`src/rtl/pc_sequencer.sv`:
```
// pc_sequencer: owns the PC, runs req/ack instruction fetches and selects the next PC after execute.
module pc_sequencer #(
    parameter logic [31:0] RESET_VECTOR = 32'h0000_0000,
    parameter int          IMEM_TIMEOUT = 15
) (
    input  logic        clk,
    input  logic        reset,
    input  logic        stall,
    output logic        imem_req,
    output logic [31:0] imem_addr,
    input  logic        imem_ack,
    input  logic [31:0] imem_rdata,
    output logic [31:0] instr,
    output logic        instr_valid,
    input  logic        exec_done,
    input  logic        branch_taken,
    input  logic [31:0] branch_offset,
    output logic [31:0] pc,
    output logic        trap,
    output logic [1:0]  trap_cause
);
    typedef enum logic [1:0] {S_FETCH, S_WAIT, S_EXEC, S_TRAP} state_t;

    state_t      state, state_n;
    logic [31:0] pc_n, instr_n, target;
    logic [1:0]  cause_n;
    logic [7:0]  cnt, cnt_n;

    assign target = branch_taken ? pc + (branch_offset << 1) : pc + 32'd4;

    always_comb begin
        state_n = state;
        pc_n    = pc;
        instr_n = instr;
        cause_n = trap_cause;
        cnt_n   = cnt;
        case (state)
            S_FETCH: if (!stall) begin
                state_n = S_WAIT;
                cnt_n   = '0;
            end
            // ack beats timeout when both land in the same cycle
            S_WAIT: if (imem_ack) begin
                state_n = S_EXEC;
                instr_n = imem_rdata;
            end else if (cnt == 8'(IMEM_TIMEOUT)) begin
                state_n = S_TRAP;
                cause_n = 2'b10;
            end else begin
                cnt_n = cnt + 8'd1;
            end
            S_EXEC: if (exec_done) begin
                if (target[1:0] != 2'b00) begin
                    state_n = S_TRAP;
                    cause_n = 2'b01;
                end else begin
                    state_n = S_FETCH;
                    pc_n    = target;
                end
            end
            default: ;
        endcase
    end

    always_ff @(posedge clk) begin
        if (!reset) begin
            state      <= S_FETCH;
            pc         <= RESET_VECTOR;
            instr      <= '0;
            trap_cause <= 2'b00;
            cnt        <= '0;
        end else begin
            state      <= state_n;
            pc         <= pc_n;
            instr      <= instr_n;
            trap_cause <= cause_n;
            cnt        <= cnt_n;
        end
    end

    // outputs decode the registered state only
    assign imem_req    = (state == S_WAIT);
    assign imem_addr   = pc;
    assign instr_valid = (state == S_EXEC);
    assign trap        = (state == S_TRAP);
endmodule

```
`config.mk`:
```
export PLATFORM = sky130hd
export DESIGN_NAME = pc_sequencer
export DESIGN_NICKNAME = d
export VERILOG_FILES = /design/src/rtl/pc_sequencer.sv
export SDC_FILE = /design/constraint.sdc
export NUM_CORES = 1
export LEC_CHECK = 0
export BUFFER_PORTS_ARGS = -buffer_cell sky130_fd_sc_hd__buf_2
export CAP_MARGIN = 10
export CORE_MARGIN = 2
export CORE_UTILIZATION = 30
export CTS_BUF_LIST = sky130_fd_sc_hd__clkbuf_4 sky130_fd_sc_hd__clkbuf_8
export CTS_CLUSTER_SIZE = 10
export DETAILED_ROUTE_END_ITERATION = 6
export PLACE_DENSITY = 0.51
export SYNTH_ARGS = -nofsm -noshare
export SYNTH_HDL_FRONTEND = slang
export SYNTH_SLANG_ARGS = --single-unit
```
`constraint.sdc`:
```
create_clock -name clk -period 7.15 [get_ports clk]
set_input_delay 1.43 -clock clk [delete_from_list [all_inputs] [get_ports clk]]
set_output_delay 1.43 -clock clk [all_outputs]
set_load 0.005 [all_outputs]
```
Word-level counts from Yosys, hierarchy flattened
Index checks and enable logic that the tools add are counted.
Storage, ports and cells
  flip-flop bits (word level): 76
  latch bits: 0
  input port bits: 70
  ROM bits: 0
  memories: 0
  output and inout bits: 101
  memory bits (writable): 0
Cells by class
  $lt $le $gt $ge: 0
  equal/unequal tests: 11
  shifts and indexed selects: 0
  reductions and logical operators: 10
  $add $sub $neg: 3
  bitwise gates (word level): 1
  div/mod/pow operators: 0
  muxes and demuxes: 16
  $mul: 0
Operators by type and width (count)
  32-bit by 3-bit adder with 32-bit output, second input constant: 1
  32-bit adder: 1
  32-bit two-way mux: 1
  8-bit two-way mux: 3
  2-bit two-way mux: 9
  8-bit case mux with 2 select lines: 1
  8-bit by 1-bit adder with 8-bit output, second input constant: 1
  8-bit by 4-bit == test with 1-bit output, second input constant: 1
  4-bit AND reduction: 2
  2-bit by 1-bit inequality test with 1-bit output, second input constant: 3
  2-bit inequality test, second input constant: 3
  2-bit case mux with 3 select lines: 1
  2-bit nonzero test: 3
  5-bit AND reduction: 1
  2-bit == test, second input constant: 2
  2-bit case mux with 2 select lines: 1
  3-bit by 1-bit inequality test with 1-bit output, second input constant: 1
  3-bit AND reduction: 1
  3-bit nonzero test: 1
  2-bit by 1-bit == test with 1-bit output, second input constant: 1
  2-bit logical NOT: 1
  2-bit AND reduction: 1
  1-bit inverter: 1

Logic depth before layout (Yosys ltp)
  word-level depth: 6
  mapped depth: 12
  depth with buffers taken out: 12

Worst setup path after synthesis
No wires, ideal clock.
  kind: input to register
  start point: input branch_offset[0]
  end point: register pc[31] (netlist: imem_addr[31])
  arrival time: 3612 ps
  stages: 12
  path slack: 3466 ps
  path buffers: 0
  path through: ha_1 -> inv_1 -> fa_1 -> nand2b_1 -> a21o_1 -> a21oi_1 -> o2111ai_1 -> a21boi_1 -> o21ai_1 -> and3_1 -> o31ai_1 -> mux2i_1
Between the ends
  cells in the longest elaborated chain, start to end: 5
Ends and longest elaborated chain
  from (decl): RTL line 17  | input logic [31:0] branch_offset,
  32-bit adder (*): RTL line 29  | assign target = branch_taken ? pc + (branch_offset << 1) : pc + 32'd4;
  32-bit two-way mux (*): RTL line 29
  2-bit nonzero test: RTL line 53  | if (target[1:0] != 2'b00) begin
  1-bit inverter (no line)
  3-bit AND reduction (no line)
  to (signal assigned): RTL line 74  | pc <= pc_n;
  to (decl): RTL line 18  | output logic [31:0] pc,
Every way passes the cells marked *; elsewhere a longest branch is shown, timed or not.
A chain may end at the register's enable or synchronous reset.

Final worst setup path
  start point: input branch_taken
  end point: register pc[18] (netlist: imem_addr[18])
Between the ends
  cells in the longest elaborated chain, start to end: 4
Ends and longest elaborated chain
  from (decl): RTL line 16  | input logic branch_taken,
  32-bit two-way mux (*): RTL line 29
  2-bit nonzero test: RTL line 53
  1-bit inverter (no line)
  3-bit AND reduction (no line)
Marks and branches as above.

==> impl_metrics.env <==
export IMPL_holdBufCountCts=0
export IMPL_ys_flop_type="dfxtp_1"
export IMPL_fin_skew_ns=0.01256
export IMPL_cts_tree="built"
export IMPL_routedWlPerCell_um=14.73
export IMPL_die_y_um=137.4
export IMPL_drv_slew=0
export IMPL_end_kind="flop"
export IMPL_status="finished, final reports clean"
export IMPL_grt_pass1_wl_um=24670
export IMPL_postCtsResizedCells=0
export IMPL_syn_to_final_growth_pct=18.60
export IMPL_hp_start="instr[5]$_SDFFE_PN0P_"
export IMPL_antenna_found_initial=0
export IMPL_synthTopCellsByArea="dfxtp_1, ha_1, nand2_1"
export IMPL_worst_hold_slack_ns=0.4620
export IMPL_path_max_fanout=39
export IMPL_avgSynthCellArea_um2=7.611
export IMPL_path_clk_slew_ns=0.08
export IMPL_grt_overflow_total=0
export IMPL_worst_ir_drop_vdd_uv=64.75
export IMPL_die_w_um=137.4
export IMPL_r2r_slack_ns=3.96
export IMPL_synth_top_area_share_pct=28.14
export IMPL_r2r_end="imem_addr[31]$_SDFFE_PN0P_"
export IMPL_yosysMostFrequentCell="nand2_1"
export IMPL_cts_max_level=3
export IMPL_fmax_ghz=0.2523
export IMPL_synth_seq_area_share_pct=28.14
export IMPL_hold_depth=2
export IMPL_finalHoldViolCount=0
export IMPL_core_area_um2=17360
export IMPL_root_buffer="clkbuf_8"
export IMPL_async_flop_share_pct=0
export IMPL_slew_limit_headroom_pct=25.71
export IMPL_synth_cell_type_count=64
export IMPL_cap_violations=0
export IMPL_synth_area_um2=5335
export IMPL_period_minus_slack_ns=3.964
export IMPL_reg2reg_depth=12
export IMPL_drt_wl_total_um=15470
export IMPL_drc=0
export IMPL_netlist_instances=701
export IMPL_reg2reg_from="imem_addr[1]$_SDFFE_PN0P_"
export IMPL_p_per_area_nw_per_um2=165.5
export IMPL_crit_type="input pin to flop"
export IMPL_cts_buffer_depth=2
export IMPL_antenna_left=0
export IMPL_fillers=1919
export IMPL_total_power_mw=1.047
export IMPL_vias=5264
export IMPL_synth_edf_count=0
export IMPL_synth_top_area_cell="dfxtp_1"
export IMPL_first_pass_iters=4
export IMPL_synth_seq_cells=75
export IMPL_p_leak_nw=2.857
export IMPL_setup_viol=0
export IMPL_startpoint_type="input pin"
export IMPL_grt_max_degree=41
export IMPL_num_nets_final=927
export IMPL_synth_common_cells="nand2_1, dfxtp_1, a21oi_1, nor2_1, ha_1"
export IMPL_num_rows=48
export IMPL_drive_gt1_share_pct=24.61
export IMPL_numCtsBuffers=9
export IMPL_hold_path_end="instr[5]$_SDFFE_PN0P_"
export IMPL_grt_setup_unrepaired="false"
export IMPL_tightest_slew_ns=1.112
export IMPL_dp_hpwl_um=11580
export IMPL_die_area_um2=18870
export IMPL_clk_latency_ns=0.37
export IMPL_post_cts_buffers=0
export IMPL_pin_count=171
export IMPL_first_global_vias=4818
export IMPL_portBuffers=167
export IMPL_finalCritPeriodShare_pct=55.43
export IMPL_gp_congestion=0.8179
export IMPL_clock_sinks=75
export IMPL_drtIter0Drc=269
export IMPL_antennaDiodeCount=0
export IMPL_yosys_warnings=0
export IMPL_cp_required_ns=7.45
export IMPL_final_setup_tns_ns=0
export IMPL_vias_per_cell=5.013
export IMPL_grt_total_usage_pct=16.56
export IMPL_hp_class="flop to flop"
export IMPL_initial_core_util_pct=30.74
export IMPL_utilization_pct=36.45
export IMPL_worstPathArrival_ns=4.26
[how the worst max path moves through the flow]
stage / start / to / slack [ns] / depth (start not counted)
floorplan: branch_offset[0] / imem_addr[31]$_SDFFE_PN0P_ / 3.47 / 12
global placement: branch_taken / imem_addr[18]$_SDFFE_PN0P_ / 2.72 / 9
detailed placement: branch_taken / imem_addr[18]$_SDFFE_PN0P_ / 2.76 / 9
CTS: branch_taken / imem_addr[18]$_SDFFE_PN0P_ / 3.15 / 9
global route: branch_taken / imem_addr[18]$_SDFFE_PN0P_ / 2.89 / 9
finish: branch_taken / imem_addr[18]$_SDFFE_PN0P_ / 3.19 / 9
[registers in the layout, summed over array words and instances, names as in the netlist]
signal      flops
cnt             8
imem_addr      31
instr          32
state           2
trap_cause      2
[final cells by class]
| class | instances | area [um^2] | share of cell area [%] |
|---|---|---|---|
| well taps | 225 | 281.5 | 4.449 |
| clock inverters | 4 | 48.80 | 0.7712 |
| clock buffers | 12 | 158.9 | 2.511 |
| multi-input cells | 542 | 3392 | 53.61 |
| inverters | 21 | 78.83 | 1.246 |
| repair buffers | 171 | 865.8 | 13.68 |
| flip-flops and latches | 75 | 1501 | 23.73 |
[worst max-delay path: stages]
cell	delay (ns)
buf_2	0.56
mux2i_1	0.54
nand3_1	0.13
buf_4	0.26
nor2_1	0.74
nand2_1	0.18
o31ai_1	0.24
a21oi_1	0.06
nor2b_1	0.12
[cells in the final DEF, fill, tap and decap left out, types with 3 or more instances in the layout]
cell and count:
xor2_1 7, a21oi_1 67, o221ai_1 7, nor3_1 12, clkbuf_8 11, nor2_1 57
nand2b_1 8, o221a_2 4, nor4_1 5, xnor2_1 20, nand2_1 95, a21boi_0 33
o21ai_1 13, and3_1 10, and4_1 4, inv_1 21, ha_1 36, mux2i_1 7
nor2b_1 6, o211ai_1 5, a21o_1 9, dfxtp_1 75, a31oi_1 6, nand4_1 5
o21ai_0 32, o21bai_1 6, a211o_1 3, and2_1 7, o31ai_1 3, or3_1 3
nand3_1 30, buf_4 4, buf_2 167
[where the power goes]
part           total, mW  leakage, nW  internal (mW)  switching [mW]
logic              0.232         2.14         0.0951           0.137
registers          0.465        0.607          0.447          0.0189
clock network      0.350        0.110          0.184           0.166
[cells by family (layout without fill, tap and decap cells)]
family	Yosys count	count (layout)	synth area share (%)
AOI/OAI and AO/OA	219	219	27.04
adders and majority gates	37	37	8.818
buffers and inverters	85	208	8.349
and+or+nand+nor	250	250	21.83
DFF	75	75	28.14
other	1	2	0.07029
xor gates and xnor gates	27	27	4.433
muxes	7	7	1.313
[layer usage]
layer	wire length (um)	GRT usage, %	up-vias
li1	-	-	2711
met4	189	4.009	0
met1	7585	22.53	2412
met3	668	3.532	12
met5	0	0	-
met2	7022	26.70	129
[through the flow]
step | setup slack, ns | instance area, um^2 | instances
after floorplan | 3.466 | 5339 | 702
after global placement | 2.719 | 6120 | 1034
after detailed placement | 2.760 | 6120 | 1034
after CTS | 3.152 | 6327 | 1050
after global routing | 2.893 | 6327 | 1050
final | 3.186 | 6327 | 1050
Note: power is estimated with default switching activity, not from simulation.
